==> src/rtl/game_minute_timer.sv <==
// Game-minute time base: divides Clk into game minutes and keeps a binary count,
// a parallel BCD copy, a one-cycle minute tick and a saturation flag.
module game_minute_timer #(
    parameter int TICKS_PER_MIN = 100000000,
    parameter int FAST_DIV      = 16,
    parameter int MAX_MIN       = 255
) (
    input  logic        Clk,
    input  logic        Reset,
    input  logic        clear,
    input  logic        run,
    input  logic        fast,
    output logic [7:0]  minutes,
    output logic [11:0] minutes_bcd,
    output logic        min_tick,
    output logic        saturated
);

    localparam int PW = $clog2(TICKS_PER_MIN);
    localparam logic [PW-1:0] TERM_NORM = PW'(TICKS_PER_MIN - 1);
    localparam logic [PW-1:0] TERM_FAST = PW'(TICKS_PER_MIN / FAST_DIV - 1);
    localparam logic [7:0]    MAX_M     = 8'(MAX_MIN);

    logic [PW-1:0] pcnt, pcnt_nxt, term;
    logic [7:0]    min_nxt;
    logic [11:0]   bcd_nxt, bcd_inc;
    logic          tick_nxt;

    assign term = fast ? TERM_FAST : TERM_NORM;

    // Decimal increment done digit-wise so the BCD copy tracks minutes every cycle.
    always_comb begin
        bcd_inc = minutes_bcd;
        if (minutes_bcd[3:0] == 4'd9) begin
            bcd_inc[3:0] = 4'd0;
            if (minutes_bcd[7:4] == 4'd9) begin
                bcd_inc[7:4]  = 4'd0;
                bcd_inc[11:8] = minutes_bcd[11:8] + 4'd1;
            end else begin
                bcd_inc[7:4] = minutes_bcd[7:4] + 4'd1;
            end
        end else begin
            bcd_inc[3:0] = minutes_bcd[3:0] + 4'd1;
        end
    end

    // The >= compare makes a fast-mode switch with pcnt above term roll over at once.
    always_comb begin
        pcnt_nxt = pcnt;
        min_nxt  = minutes;
        bcd_nxt  = minutes_bcd;
        tick_nxt = 1'b0;
        if (clear) begin
            pcnt_nxt = '0;
            min_nxt  = '0;
            bcd_nxt  = '0;
        end else if (run) begin
            if (pcnt >= term) begin
                pcnt_nxt = '0;
                if (minutes < MAX_M) begin
                    min_nxt  = minutes + 8'd1;
                    bcd_nxt  = bcd_inc;
                    tick_nxt = 1'b1;
                end
            end else begin
                pcnt_nxt = pcnt + PW'(1);
            end
        end
    end

    always_ff @(posedge Clk or posedge Reset) begin
        if (Reset) begin
            pcnt        <= '0;
            minutes     <= '0;
            minutes_bcd <= '0;
            min_tick    <= 1'b0;
            saturated   <= 1'b0;
        end else begin
            pcnt        <= pcnt_nxt;
            minutes     <= min_nxt;
            minutes_bcd <= bcd_nxt;
            min_tick    <= tick_nxt;
            saturated   <= (min_nxt == MAX_M);
        end
    end

endmodule

==> config.mk <==
export PLATFORM = sky130hd
export DESIGN_NAME = game_minute_timer
export DESIGN_NICKNAME = d
export VERILOG_FILES = /design/src/rtl/game_minute_timer.sv
export SDC_FILE = /design/constraint.sdc
export NUM_CORES = 1
export LEC_CHECK = 0
export CAP_MARGIN = 5
export CORE_MARGIN = 2
export CORE_UTILIZATION = 35
export DETAILED_ROUTE_END_ITERATION = 10
export PLACE_DENSITY_LB_ADDON = 0.08
export SLEW_MARGIN = 30
export SYNTH_ARGS = -nofsm -noshare
export SYNTH_HDL_FRONTEND = slang
export SYNTH_SLANG_ARGS = --single-unit
==> constraint.sdc <==
create_clock -name Clk -period 6.43 [get_ports Clk]
set_input_delay 1.286 -clock Clk [delete_from_list [all_inputs] [get_ports Clk]]
set_output_delay 1.286 -clock Clk [all_outputs]
set_load 0.1 [all_outputs]
==> impl_metrics.toml, run 1 <==
[status]
status = "complete, no violations"

[timing]
timing.setup.tns_ns = 0
slew-limit-headroom_pct = 34.8
tightest_slew_ns = 0.974
layout_min_cycle_time_ns = 4.70
rsz0062_at_grt = "false"
setup_viol = 0
hold_violations = 0
setup_ws_ns = 1.73
fin_skew_ns = 0.00691
max_freq_ghz = 0.213
slew_viol_final = 0
finalCritPeriodShare_pct = 73.0

[finish]
nets = 367
seq_area_um2 = 1230
drive_above_1_share_pct = 5.29
syn2layout_area_growth_pct = 17.0
multi_input_area_um2 = 1580
n_antenna_cell = 0
fill_cells = 815

[yosys]
muxShareOfSynthArea_pct = 2.19
synthTopCellsByCount = "dfrtp_1 (49), nor2_1 (49), ha_1 (23)"
synth_warnings = 0
yosys.area_share.simple_pct = 22.1
yosys.area_share.xor_xnor_pct = 8.73
synthAdderAreaFrac_pct = 9.90
syn_inst = 315
ys_ff_latch = 49
synth_flop_cell = "dfrtp_1"
syn_area_um2 = 2910
synth_area_leaders = "dfrtp_1 (42%), ha_1 (9.9%), xor2_1 (6.6%)"
synth_fp_nets = 343
synth-compound-area-share_pct = 11.5
synth.top_cell.area_share_pct = 42.2
synth_cell_types = 47
synth-edff-count = 0
async_flop_share_pct = 100
yosys.area.top_type = "dfrtp_1"
avgSynthCellArea_um2 = 9.23
seq_area_frac_synth_pct = 42.2
synth_top_family_by_area = "simple AND/OR/NAND/NOR gates"

[placed_design]
place_hpwl_um = 4340
dp_slack_ns = 1.41
place_congestion = 0.765
io_buffers = 26

[global_route]
grt_usage_pct = 14.8
grt-ovfl-total = 0
grt_pass1_vias = 2202
antenna_found_initial = 0
grt_max_degree = 50
grt_pass1_wl_um = 10600

[cts]
htreeDepth = 2
cts.repair.resized = 0
clockRootBuffer = "clkbuf_8"
cts_buffer_depth = 2
post_cts_buffers = 0
numCtsBuffers = 5
cts.clk_slew.worst_paths_ns = 0.10
cts_tree = "done"
cts.sinks = 49
clock_latency_ns = 0.30
cts_hold_buf = 0

[setup_path]
startpoint_type = "input port"
crit_path_max_incr_delay_ns = 0.75
cp-end-kind = "register"
timing.rr.start = "pcnt[17]"
cp_common_cell = "o21ai_0"
path_class = "input port to register"
crit_chain = "clkdlybuf4s50_1 -> inv_1 -> ha_1 -> and3_1 -> o21ai_0 -> o2111ai_1 -> o211ai_1 -> a21oi_2 -> and2_1 -> o21ai_0 -> mux2_2"
cp_slowest_cell = "clkdlybuf4s50_1"
cp.required_ns = 6.63
crit_path_start = "fast"
worstPathMaxFanout = 14
r2r_cells = 9
cp_data_arrival_time_ns = 4.90

[min_path]
holdCritPathClass = "register to register"
hp-start = "minutes_bcd[6]"
hold_depth = 1

[detailed_routing]
drt_iter0_drc = 121
viasPerCell = 5.06
antenna_left = 0
drc = 0
drtPass1Iterations = 4
avgRoutedWirePerCell_um = 13.5
routed_wl_um = 6000
routed-via-count = 2251

[floorplanning]
row_count = 33
ios = 27
die_y_um = 95.2
initial_core_util_pct = 35.7
fp.dieW_um = 95.2
dieArea_um2 = 9050
design.core.area_um2 = 8130

[power_and_ir_drop]
p_comb_share_pct = 12.0
peakVddDrop_uv = 103
p_int_mw = 0.490
switching_power_mw = 0.172
p_clk_share_pct = 39.6
p_per_area_nw_per_um2 = 195
p_seq_share_pct = 48.4
cellLeakagePower_nw = 1.52
swShare_pct = 26.0

[run]
maxCapViolations = 0
-- flip-flops by register name, summed over array words and instances, names as in the netlist --
signal	flops
min_tick	1
minutes	8
minutes_bcd	12
pcnt	27
saturated	1
-- cell type report --
cell class,instances,area share (%)
Timing Repair Buffer,27,7.87
Clock buffer,5,2.02
Inverter,15,1.73
Sequential cell,49,36.1
Multi-Input combinational cell,241,46.5
Clock inverter,3,1.91
Tap cell,105,3.86
-- critical path, delay by kind of cell --
kind | cells | cell delay (ns)
AND/OR/NAND/NOR | 2 | 0.49
buffers and inverters | 2 | 0.98
multiplexers | 1 | 0.38
adder cells (fa/ha/maj) | 1 | 0.36
AO/OA/AOI/OAI | 5 | 1.40
-- cells in the final DEF (no fill, tap or decap), drive strengths merged, types with 2 or more instances in the layout --
master and n:
a211o 2, a211oi 3, a21oi 12, a31o 2, a31oi 7, and2 2, and3 11, and4 3
bufinv 2, clkbuf 5, clkdlybuf4s50 26, dfrtp 49, ha 23, inv 15, mux2 3, mux2i 3
nand2 22, nand3 21, nand4 10, nor2 49, nor2b 2, nor3 3, o2111ai 2, o21ai 10
o31ai 2, or2 3, or3 2, xnor2 7, xor2 22
-- kinds of logic (layout without fill, tap and decap cells) --
kind of cell / Yosys count / count (layout)
AOI/OAI and AO/OA: 50 / 50
xor gates and xnor gates: 29 / 29
adders and majority gates: 23 / 23
buffers and inverters: 25 / 50
DFF: 49 / 49
muxes: 6 / 6
and+or+nand+nor: 133 / 133
-- power by group through the flow --
stage | logic, mW | clock network, mW | registers [mW]
finish | 0.0796 | 0.262 | 0.320
global route | 0.0870 | 0.285 | 0.322
CTS | 0.0813 | 0.272 | 0.320
detailed placement | 0.0812 | 0 | 0.326
global placement | 0.0807 | 0 | 0.326
floorplan | 0.0311 | 0 | 0.355
-- metrics by stage --
step           instance area, um^2  utilization (%)  std cells  power (mW)  hold slack [ns]
2_1_floorplan                 2910                -        315       0.386            0.506
3_3_place_gp                  3260             40.1        437       0.407            0.532
3_5_place_dp                  3270             40.2        437       0.408            0.543
4_1_cts                       3400             41.8        445       0.674            0.563
5_1_grt                       3400             41.8        445       0.694            0.590
6_report                      3400             41.8        445       0.662            0.559
-- path summary, 6_finish.rpt --
kind	slack [ns]	endpoint
worst max-delay path	1.73	minutes_bcd[5]
worst min-delay path	0.56	minutes_bcd[6]
worst max register to register	3.32	minutes_bcd[5]
worst min register to register	0.56	minutes_bcd[6]
max in group asynchronous	4.61	pcnt[13]
min in group asynchronous	1.40	minutes[4]
-- layer usage --
layer / wire (um) / GRT usage [%] / vias to the layer above
li1: - / - / 1158
met1: 3070 / 20.4 / 1059
met2: 2720 / 23.7 / 26
met3: 142 / 3.00 / 8
met4: 73 / 3.99 / 0
met5: 0 / 0 / -
(Power assumes the default switching activity.)
==> run 2, diff against run 1 <==
==> constraint.sdc (replaced) <==
create_clock -name Clk -period 4.74 [get_ports Clk]
set_input_delay 0.948 -clock Clk [delete_from_list [all_inputs] [get_ports Clk]]
set_output_delay 0.948 -clock Clk [all_outputs]
set_load 0.1 [all_outputs]
==> impl_metrics.toml, run 2 (synthesis results as in run 1) <==
[status]
status = "complete, no violations"

[floorplanning]
ios = 27
die_y_um = 95.2
row_count = 33
initial_core_util_pct = 35.7
fp.dieW_um = 95.2
design.core.area_um2 = 8130
dieArea_um2 = 9050

[global_route]
use_met1_pct = 19.7
grt_max_degree = 50
antenna_found_initial = 0
met3_usage_pct = 2.92
grt_pass1_vias = 2261
grt-ovfl-total = 0
grt_usage_pct = 15.0
grt_busiest_layer = "met2"
grt_pass1_wl_um = 10800
grtUsageMet2_pct = 25.5

[setup_path]
startpoint_type = "input port"
crit_chain = "clkdlybuf4s50_1 -> buf_4 -> ha_1 -> and3_1 -> nand3_1 -> nor4_1 -> a21oi_1 -> a21oi_2 -> nand2_1 -> or4_1 -> o21ai_0"
r2r_cells = 9
cp_data_arrival_time_ns = 4.09
timing.rr.start = "pcnt[13]"
path_buf_inv = 2
crit_path_max_incr_delay_ns = 0.53
worstPathMaxFanout = 14
ff2ff_setup_slack_ns = 1.72
crit_family = "simple AND/OR/NAND/NOR gates"
path_class = "input port to register"
rr_endpoint = "minutes_bcd[3]"
cp.required_ns = 4.95
cp-end-kind = "register"
cp_slowest_cell = "a21oi_2"

[placed_design]
place_hpwl_um = 4510
io_buffers = 26
placed_cells = 439
place_congestion = 0.764

[finish]
syn2layout_area_growth_pct = 16.4
final_cell_mix = "nor2_1 (49), dfrtp_1 (49), clkdlybuf4s50_1 (26)"
largest_reg_flops = 27
final_cells = 446
n_antenna_cell = 0
fin_util_pct = 41.6
fill_cells = 821
top_regs = "pcnt: 27 flops, minutes_bcd: 12 flops, minutes: 8 flops"
nets = 369
regMostFlops = "pcnt"
drive_above_1_share_pct = 5.57

[run]
maxCapViolations = 0

[min_path]
hold_depth = 1
holdCritPathClass = "register to register"
hp-start = "minutes_bcd[6]"
holdPathEnd = "minutes_bcd[6]"

[detailed_routing]
antenna_left = 0
viasPerCell = 5.17
drt_iter0_drc = 68
drc = 0
drtPass1Iterations = 4
routed_wl_um = 6290
avgRoutedWirePerCell_um = 14.1
routed-via-count = 2305

[timing]
hold_violations = 0
fin_skew_ns = 0.0111
tightest_slew_ns = 0.982
timing.setup.tns_ns = 0
max_freq_ghz = 0.258
finalCritPeriodShare_pct = 81.8
slew-limit-headroom_pct = 34.3
slew_viol_final = 0
rsz0062_at_grt = "false"
layout_min_cycle_time_ns = 3.88
setup_viol = 0

[cts]
htreeDepth = 2
cts_tree = "done"
cts_buffer_depth = 2
cts_hold_buf = 0
post_cts_buffers = 0
clockRootBuffer = "clkbuf_8"
numCtsBuffers = 5
cts.repair.resized = 0
cts.sinks = 49
cts.clk_slew.worst_paths_ns = 0.09
clock_latency_ns = 0.30

[power_and_ir_drop]
peakVddDrop_uv = 140
cellLeakagePower_nw = 1.51
p_per_area_nw_per_um2 = 248
==> run 2: changes by cell type in the layout (fill, tap and decap cells not counted) <==
cell,change
bufinv_16,-1
buf_4,+2
==> run 2: report_power, final <==
group / switching [mW] / internal, mW / leakage (nW)
Clock: 0.142 / 0.154 / 0.0540
Sequential: 0.00899 / 0.425 / 0.681
Combinational: 0.0792 / 0.0302 / 0.777
Total: 0.231 / 0.609 / 1.51
==> run 2: final cells by class <==
cell class	instances	area (um^2)	share of cell area [%]
Multi-Input combinational cell	241	1580	46.7
Sequential cell	49	1230	36.2
Timing Repair Buffer	29	283	8.35
Tap cell	105	131	3.88
Clock buffer	5	68.8	2.03
Inverter	15	58.8	1.74
Clock inverter	2	35.0	1.03
==> run 2: stage by stage <==
| step | hold slack [ns] | total power, mW | worst slack, ns | area (um^2) |
|---|---|---|---|---|
| after floorplan | 0.506 | 0.524 | 1.46 | 2910 |
| after global placement | 0.537 | 0.553 | 0.639 | 3280 |
| after detailed placement | 0.534 | 0.554 | 0.531 | 3280 |
| after CTS | 0.560 | 0.855 | 0.836 | 3390 |
| after global routing | 0.583 | 0.879 | 0.549 | 3390 |
| final | 0.547 | 0.840 | 0.861 | 3390 |
==> run 2: layer usage <==
layer	up-vias	part of all wire, %	wire length (um)
met3	4	2.9	182
met2	27	47	2970
li1	1167	-	-
met5	-	0	0
met4	0	0.89	56
met1	1107	49	3080
==> run 2: worst max path at each step <==
stage | slack, ns | from | endpoint | cells after the start
floorplan | 1.46 | fast | minutes_bcd[4] | 11
global placement | 0.64 | fast | minutes_bcd[4] | 11
detailed placement | 0.53 | fast | minutes_bcd[5] | 11
CTS | 0.84 | fast | minutes_bcd[5] | 11
global route | 0.55 | fast | saturated | 11
finish | 0.86 | fast | minutes_bcd[3] | 11
